**src/rtl/uart_bus_bridge_if.sv**
```systemverilog
// Bus and UART-side signal bundle for uart_bus_bridge.
// The bridge sits on the master side: it consumes received bytes, drives the
// memory-mapped bus request, and hands response bytes to the transmitter.
// dbg_state mirrors the bridge FSM state so checkers can bind to it.
interface uart_bus_bridge_if;
  logic [7:0]  rx_data;
  logic        rx_valid;
  logic [7:0]  tx_data;
  logic        tx_start;
  logic        tx_busy;
  logic [15:0] Addr;
  logic [7:0]  WData;
  logic [7:0]  RData;
  logic        Cmd;
  logic        RW;
  logic        Finish;
  logic        busy;
  logic [2:0]  dbg_state;

  modport master (
    input  rx_data, rx_valid, tx_busy, RData, Finish,
    output tx_data, tx_start, Addr, WData, Cmd, RW, busy, dbg_state
  );

  modport slave (
    output rx_data, rx_valid, tx_busy, RData, Finish,
    input  tx_data, tx_start, Addr, WData, Cmd, RW, busy, dbg_state
  );
endinterface

```
**src/rtl/uart_bus_bridge.sv**
```systemverilog
// UART command-frame to memory-mapped bus bridge.
// Frames: 'R' AH AL -> reply read data; 'W' AH AL D -> reply ACK_BYTE.
// Bad opcode or bus timeout -> reply ERR_BYTE. A stalled frame (too long
// between bytes) is silently dropped and parsing restarts at the opcode.
//
// Handshakes: rx_valid is a one-cycle strobe qualifying rx_data, consumed only
// while parsing a frame; Cmd is a registered request level held until the
// slave's one-cycle Finish (or timeout); tx_start is a one-cycle strobe issued
// only while tx_busy=0, with tx_data stable from that strobe onward.
module uart_bus_bridge #(
  parameter int         BUS_TIMEOUT = 255,
  parameter int         RX_GAP      = 50000,
  parameter logic [7:0] ACK_BYTE    = 8'h4B,
  parameter logic [7:0] ERR_BYTE    = 8'h45
) (
  input  logic           clk,
  input  logic           rst,
  uart_bus_bridge_if.master bus
);

  typedef enum logic [2:0] {
    S_OP   = 3'd0,
    S_AH   = 3'd1,
    S_AL   = 3'd2,
    S_WD   = 3'd3,
    S_BUS  = 3'd4,
    S_RESP = 3'd5
  } state_t;

  localparam logic [7:0]  OP_READ  = 8'h52;
  localparam logic [7:0]  OP_WRITE = 8'h57;
  localparam logic [7:0]  TO_LAST  = 8'(BUS_TIMEOUT - 1);
  localparam logic [15:0] GAP_LAST = 16'(RX_GAP - 1);

  state_t      state_q, state_n;
  logic        cmd_q, cmd_n;
  logic        rw_q, rw_n;
  logic [15:0] addr_q, addr_n;
  logic [7:0]  wdata_q, wdata_n;
  logic [7:0]  resp_q, resp_n;     // pending reply, copied to tx_data at tx_start
  logic [7:0]  txd_q, txd_n;
  logic        txs_q, txs_n;
  logic [15:0] gap_q, gap_n;
  logic [7:0]  to_q, to_n;

  // State and datapath registers; reset drops Cmd and tx_start asynchronously
  always_ff @(posedge clk or posedge rst) begin
    if (rst) begin
      state_q <= S_OP;
      cmd_q   <= 1'b0;
      rw_q    <= 1'b0;
      addr_q  <= '0;
      wdata_q <= '0;
      resp_q  <= '0;
      txd_q   <= '0;
      txs_q   <= 1'b0;
      gap_q   <= '0;
      to_q    <= '0;
    end else begin
      state_q <= state_n;
      cmd_q   <= cmd_n;
      rw_q    <= rw_n;
      addr_q  <= addr_n;
      wdata_q <= wdata_n;
      resp_q  <= resp_n;
      txd_q   <= txd_n;
      txs_q   <= txs_n;
      gap_q   <= gap_n;
      to_q    <= to_n;
    end
  end

  // Frame parser, bus sequencer and reply issue
  always_comb begin
    state_n = state_q;
    cmd_n   = cmd_q;
    rw_n    = rw_q;
    addr_n  = addr_q;
    wdata_n = wdata_q;
    resp_n  = resp_q;
    txd_n   = txd_q;
    txs_n   = 1'b0;
    gap_n   = gap_q;
    to_n    = to_q;

    case (state_q)
      S_OP: begin
        gap_n = '0;
        to_n  = '0;
        if (bus.rx_valid) begin
          if (bus.rx_data == OP_READ) begin
            rw_n    = 1'b0;
            state_n = S_AH;
          end else if (bus.rx_data == OP_WRITE) begin
            rw_n    = 1'b1;
            state_n = S_AH;
          end else begin
            resp_n  = ERR_BYTE;
            state_n = S_RESP;
          end
        end
      end

      S_AH: begin
        if (bus.rx_valid) begin
          addr_n[15:8] = bus.rx_data;
          gap_n        = '0;
          state_n      = S_AL;
        end else if (gap_q == GAP_LAST) begin
          state_n = S_OP;
        end else begin
          gap_n = gap_q + 16'd1;
        end
      end

      S_AL: begin
        if (bus.rx_valid) begin
          addr_n[7:0] = bus.rx_data;
          gap_n       = '0;
          if (rw_q) begin
            state_n = S_WD;
          end else begin
            cmd_n   = 1'b1;
            to_n    = '0;
            state_n = S_BUS;
          end
        end else if (gap_q == GAP_LAST) begin
          state_n = S_OP;
        end else begin
          gap_n = gap_q + 16'd1;
        end
      end

      S_WD: begin
        if (bus.rx_valid) begin
          wdata_n = bus.rx_data;
          gap_n   = '0;
          cmd_n   = 1'b1;
          to_n    = '0;
          state_n = S_BUS;
        end else if (gap_q == GAP_LAST) begin
          state_n = S_OP;
        end else begin
          gap_n = gap_q + 16'd1;
        end
      end

      S_BUS: begin
        // Finish takes priority over a timeout landing in the same cycle
        if (bus.Finish) begin
          cmd_n   = 1'b0;
          resp_n  = rw_q ? ACK_BYTE : bus.RData;
          state_n = S_RESP;
        end else if (to_q == TO_LAST) begin
          cmd_n   = 1'b0;
          resp_n  = ERR_BYTE;
          state_n = S_RESP;
        end else begin
          to_n = to_q + 8'd1;
        end
      end

      S_RESP: begin
        if (!bus.tx_busy) begin
          txd_n   = resp_q;
          txs_n   = 1'b1;
          state_n = S_OP;
        end
      end

      default: begin
        cmd_n   = 1'b0;
        state_n = S_OP;
      end
    endcase
  end

  assign bus.Cmd       = cmd_q;
  assign bus.RW        = rw_q;
  assign bus.Addr      = addr_q;
  assign bus.WData     = wdata_q;
  assign bus.tx_data   = txd_q;
  assign bus.tx_start  = txs_q;
  assign bus.busy      = (state_q != S_OP);
  assign bus.dbg_state = state_q;

endmodule
```
**src/flat_wrapper.sv**
```systemverilog
// flat-port wrapper written by rule: the top's interface ports become plain ports
module uart_bus_bridge_flat 
#(
  parameter int         BUS_TIMEOUT = 255,
  parameter int         RX_GAP      = 50000,
  parameter logic [7:0] ACK_BYTE    = 8'h4B,
  parameter logic [7:0] ERR_BYTE    = 8'h45
)
  (clk, rst, bus_rx_data, bus_rx_valid, bus_tx_busy, bus_RData, bus_Finish, bus_tx_data, bus_tx_start, bus_Addr, bus_WData, bus_Cmd, bus_RW, bus_busy, bus_dbg_state);
  uart_bus_bridge_if bus_i ();
  input  logic clk;
  input  logic rst;
  input wire logic [$bits(bus_i.rx_data)-1:0] bus_rx_data;
  input wire logic [$bits(bus_i.rx_valid)-1:0] bus_rx_valid;
  input wire logic [$bits(bus_i.tx_busy)-1:0] bus_tx_busy;
  input wire logic [$bits(bus_i.RData)-1:0] bus_RData;
  input wire logic [$bits(bus_i.Finish)-1:0] bus_Finish;
  output wire logic [$bits(bus_i.tx_data)-1:0] bus_tx_data;
  output wire logic [$bits(bus_i.tx_start)-1:0] bus_tx_start;
  output wire logic [$bits(bus_i.Addr)-1:0] bus_Addr;
  output wire logic [$bits(bus_i.WData)-1:0] bus_WData;
  output wire logic [$bits(bus_i.Cmd)-1:0] bus_Cmd;
  output wire logic [$bits(bus_i.RW)-1:0] bus_RW;
  output wire logic [$bits(bus_i.busy)-1:0] bus_busy;
  output wire logic [$bits(bus_i.dbg_state)-1:0] bus_dbg_state;
  assign bus_i.rx_data = bus_rx_data;
  assign bus_i.rx_valid = bus_rx_valid;
  assign bus_i.tx_busy = bus_tx_busy;
  assign bus_i.RData = bus_RData;
  assign bus_i.Finish = bus_Finish;
  assign bus_tx_data = bus_i.tx_data;
  assign bus_tx_start = bus_i.tx_start;
  assign bus_Addr = bus_i.Addr;
  assign bus_WData = bus_i.WData;
  assign bus_Cmd = bus_i.Cmd;
  assign bus_RW = bus_i.RW;
  assign bus_busy = bus_i.busy;
  assign bus_dbg_state = bus_i.dbg_state;
  uart_bus_bridge #(.BUS_TIMEOUT(BUS_TIMEOUT), .RX_GAP(RX_GAP), .ACK_BYTE(ACK_BYTE), .ERR_BYTE(ERR_BYTE)) u_core (.clk(clk), .rst(rst), .bus(bus_i));
endmodule
```
**config.mk**
```make
export PLATFORM = sky130hd
export DESIGN_NAME = uart_bus_bridge_flat
export DESIGN_NICKNAME = d
export VERILOG_FILES = /design/src/rtl/uart_bus_bridge_if.sv /design/src/rtl/uart_bus_bridge.sv /design/src/flat_wrapper.sv
export SDC_FILE = /design/constraint.sdc
export NUM_CORES = 1
export LEC_CHECK = 0
export BUFFER_PORTS_ARGS = -buffer_cell sky130_fd_sc_hd__buf_2
export CORE_MARGIN = 4
export CORE_UTILIZATION = 25
export DETAILED_ROUTE_END_ITERATION = 10
export SLEW_MARGIN = 20
export SYNTH_ARGS = -nofsm -noshare
export SYNTH_HDL_FRONTEND = slang
export SYNTH_SLANG_ARGS = --single-unit
```
**constraint.sdc**
```tcl
create_clock -name clk -period 2.6 [get_ports clk]
set_clock_uncertainty 0.1 [all_clocks]
set_input_delay 0.13 -clock clk [delete_from_list [all_inputs] [get_ports clk]]
set_output_delay 0.13 -clock clk [all_outputs]
set_load 0.1 [all_outputs]
```
==> summary.md <==
| Metric | Value |
|---|---|
| Status | `completed` |
| Slew Limit Fails | `0` |
| FF+latch count, synth | `70` |
| Crit Path Class | `register to primary output` |
| Placer Congestion | `0.768` |
| Gr ovfl total | `0` |
| Most frequent cell after synthesis | `dfrtp_1` |
| Critical Path Sink Type | `primary output` |
| # DRC | `0` |
| Drt initial violations | `126` |
| Final ANT Viol Nets | `0` |
| Fillers | `1,314` |
| P&R area growth vs syn | `31.3%` |
| Root buf cell | `clkbuf_16` |
| Worst EP arrival | `1.79 ns` |
| R2R setup slack | `0.62 ns` |
| Dominant cells by area after synthesis | `dfrtp_1 (54%), mux2_2 (6.6%), mux2_1 (4.1%), nor2_1 (2.0%), o21ai_0 (1.8%)` |
| DP Wirelength | `5330 µm` |
| Clock Path Buffers | `2` |
| Die footprint | `14,900 µm²` |
| Row cnt | `41` |
| Initial antenna violation count | `0` |
| Syn Area/Cell | `11.5 µm²` |
| IO Pins | `60` |
| Port bufs | `59` |
| Fin. Hold Viols | `0` |
| Startpoint types | `register` |
| Worst-Skew Late Latency | `0.33 ns` |
| Worst-Margin Slew | `0.668 ns` |
| Yosys top cell by area | `dfrtp_1` |
| Tcrit/Tclk final | `77.6%` |
| Total CTS buffers | `9` |
| Initial DRT Pass Iterations | `4` |
| Vias in the first global route | `2,586` |
| TritonCTS clock tree | `done` |
| Worst r2r dst | `u_core.to_q[7]$_DFFE_PP0P_` |
| Path depth of the worst reg2reg path | `5` |
| Post-synth cell types | `58` |
| Hold path cells | `3` |
| Core ar. | `12,700 µm²` |
| H-tree Lvls | `3` |
| TNS Setup | `0 ns` |
| Yosys warning count | `0` |
| Multi-input combinational cell area | `1420 µm²` |
| Share of the yosys chip area belonging to registers | `53.7%` |
| Nets@finish | `391` |
| Chip width | `122 µm` |
| Die height | `122 µm` |
| Post-synth top area share | `53.7%` |
| Sink Count | `70` |
| Ys async rst share | `100%` |
| Synth Flop Type | `dfrtp_1` |
| EDFF count, synth | `0` |
| Slew HR | `55.3%` |
| Hold Path Class | `primary input to register` |
| Total track usage | `10.9%` |
| F_max | `496 MHz` |
| Layout cells sized above 1 | `29.3%` |
| Post-CTS sizing | `0` |
| Top post-synthesis cells by count | `dfrtp_1 (70), mux2_2 (19), nor2_1 (17), nand2_1 (16)` |
| Crit. Startpoint | `u_core.bus.dbg_state[2]$_DFFE_PP0P_` |
| Average wire per standard cell | `13.9 µm` |
| Finish-stage setup viols | `0` |
| Reg-to-Reg Start | `u_core.bus.dbg_state[2]$_DFFE_PP0P_` |
| DR vias/cell | `4.58` |
| First-pass GRT wire length | `12,700 µm` |
| Final worst path period need | `2.02 ns` |
| WL final | `7580 µm` |
| Worst setup path end | `bus_busy` |
| Req. time, crit path | `2.37 ns` |
| DR vias | `2,494` |
| Post-Syn Area | `3260 µm²` |
| Maxcap violations | `0` |
| Starting Density | `25.6%` |
| Largest net degree at the start of global routing | `28` |
| Reg clk slew, reported paths | `0.06 ns` |
| Syn Nets | `307` |
| RSZ-0062 raised after global routing | `false` |
| Sequential cell area | `1750 µm²` |
| Syn Inst Count | `283` |
| Crit Path Max Fanout | `22` |
==> per-layer routing <==
metal,up-vias,track usage (%),wire (µm)
met3,11,3.82,419
met1,1234,13.7,3610
met5,-,0,0
li1,1188,-,-
met2,61,17.1,3410
met4,0,4.06,138
==> registers in the layout, indices dropped and copies added (netlist names) <==
name / count
u_core.bus.Addr: 16
u_core.gap_q: 16
u_core.bus.WData: 8
u_core.bus.tx_data: 8
u_core.resp_q: 8
u_core.to_q: 8
u_core.bus.dbg_state: 3
u_core.bus.Cmd: 1
u_core.bus.RW: 1
u_core.bus.tx_start: 1
==> worst max-delay path, cell delays in order, from the launching register on <==
cell	delay, ns
dfrtp_1	0.42
buf_4	0.23
or3_2	0.49
buf_2	0.31
==> through the flow <==
stage / utilization [%] / std cells / area [µm²] / hold slack (ns) / setup slack (ns)
2_1_floorplan: - / 283 / 3260 / 0.165 / 0.249
3_3_place_gp: 29.6 / 511 / 3760 / 0.0619 / 0.668
3_5_place_dp: 29.6 / 511 / 3760 / 0.0728 / 0.632
4_1_cts: 33.7 / 544 / 4280 / 0.124 / 0.562
5_1_grt: 33.7 / 544 / 4280 / 0.149 / 0.446
6_report: 33.7 / 545 / 4280 / 0.140 / 0.583
==> worst min path at each step <==
stage	startpoint	end	slack, ns
floorplan	bus_rx_data[2]	u_core.bus.Addr[10]$_DFFE_PP0P_	0.16
global route	bus_tx_busy	u_core.bus.tx_start$_DFF_PP0_	0.15
detailed placement	rst	u_core.bus.tx_data[6]$_DFFE_PP0P_	0.07
CTS	bus_tx_busy	u_core.bus.tx_start$_DFF_PP0_	0.12
global placement	rst	u_core.bus.tx_data[0]$_DFFE_PP0P_	0.06
finish	bus_tx_busy	u_core.bus.tx_start$_DFF_PP0_	0.14
==> layout make-up <==
cell class / count / area share [%]
well taps: 172 / 5.02
repair buffers: 81 / 11.7
multi-input cells: 193 / 33.1
flip-flops and latches: 70 / 40.9
clock inverters: 3 / 2.10
inverters: 12 / 1.05
clock buffers: 13 / 6.07
diodes: 1 / 0.0584
==> cell usage in the layout (no fill, tap or decap), types with 6 or more instances in the layout <==
cell           Yosys  layout
clkbuf_16          0       9
mux2_1            12      12
nand2b_1           6       6
a21oi_1            9       9
mux2_2            19      19
dlygate4sd3_1      0      17
nand2_1           16      16
xor2_1             6       6
nor2_1            17      17
nand3_1           10      10
and3_1             9       9
o21ai_0           12      12
dfrtp_1           70      70
inv_1             12      11
buf_2              2      59
==> what timing repair did <==
| action | in CTS | in global routing |
|---|---|---|
| buffers inserted | 0 | 0 |
| endpoints found under the setup margin | 0 | 0 |
| hold endpoints to repair | 49 | 0 |
| hold buffers | 17 | 0 |
==> cell families (layout without fill, tap and decap cells) <==
| group | after synthesis | in the layout | share of synthesized area [%] |
|---|---|---|---|
| other | 0 | 1 | 0 |
| xor gates and xnor gates | 11 | 11 | 2.95 |
| and+or+nand+nor | 95 | 95 | 17.8 |
| adders and majority gates | 3 | 3 | 1.15 |
| buffers and inverters | 20 | 109 | 2.95 |
| DFF | 70 | 70 | 53.7 |
| muxes | 32 | 32 | 11.0 |
| AOI/OAI and AO/OA | 52 | 52 | 10.5 |
Power is left out: the tool's default activity adds up to more than one toggle a clock period on the data nets, which glitch-free logic cannot reach.
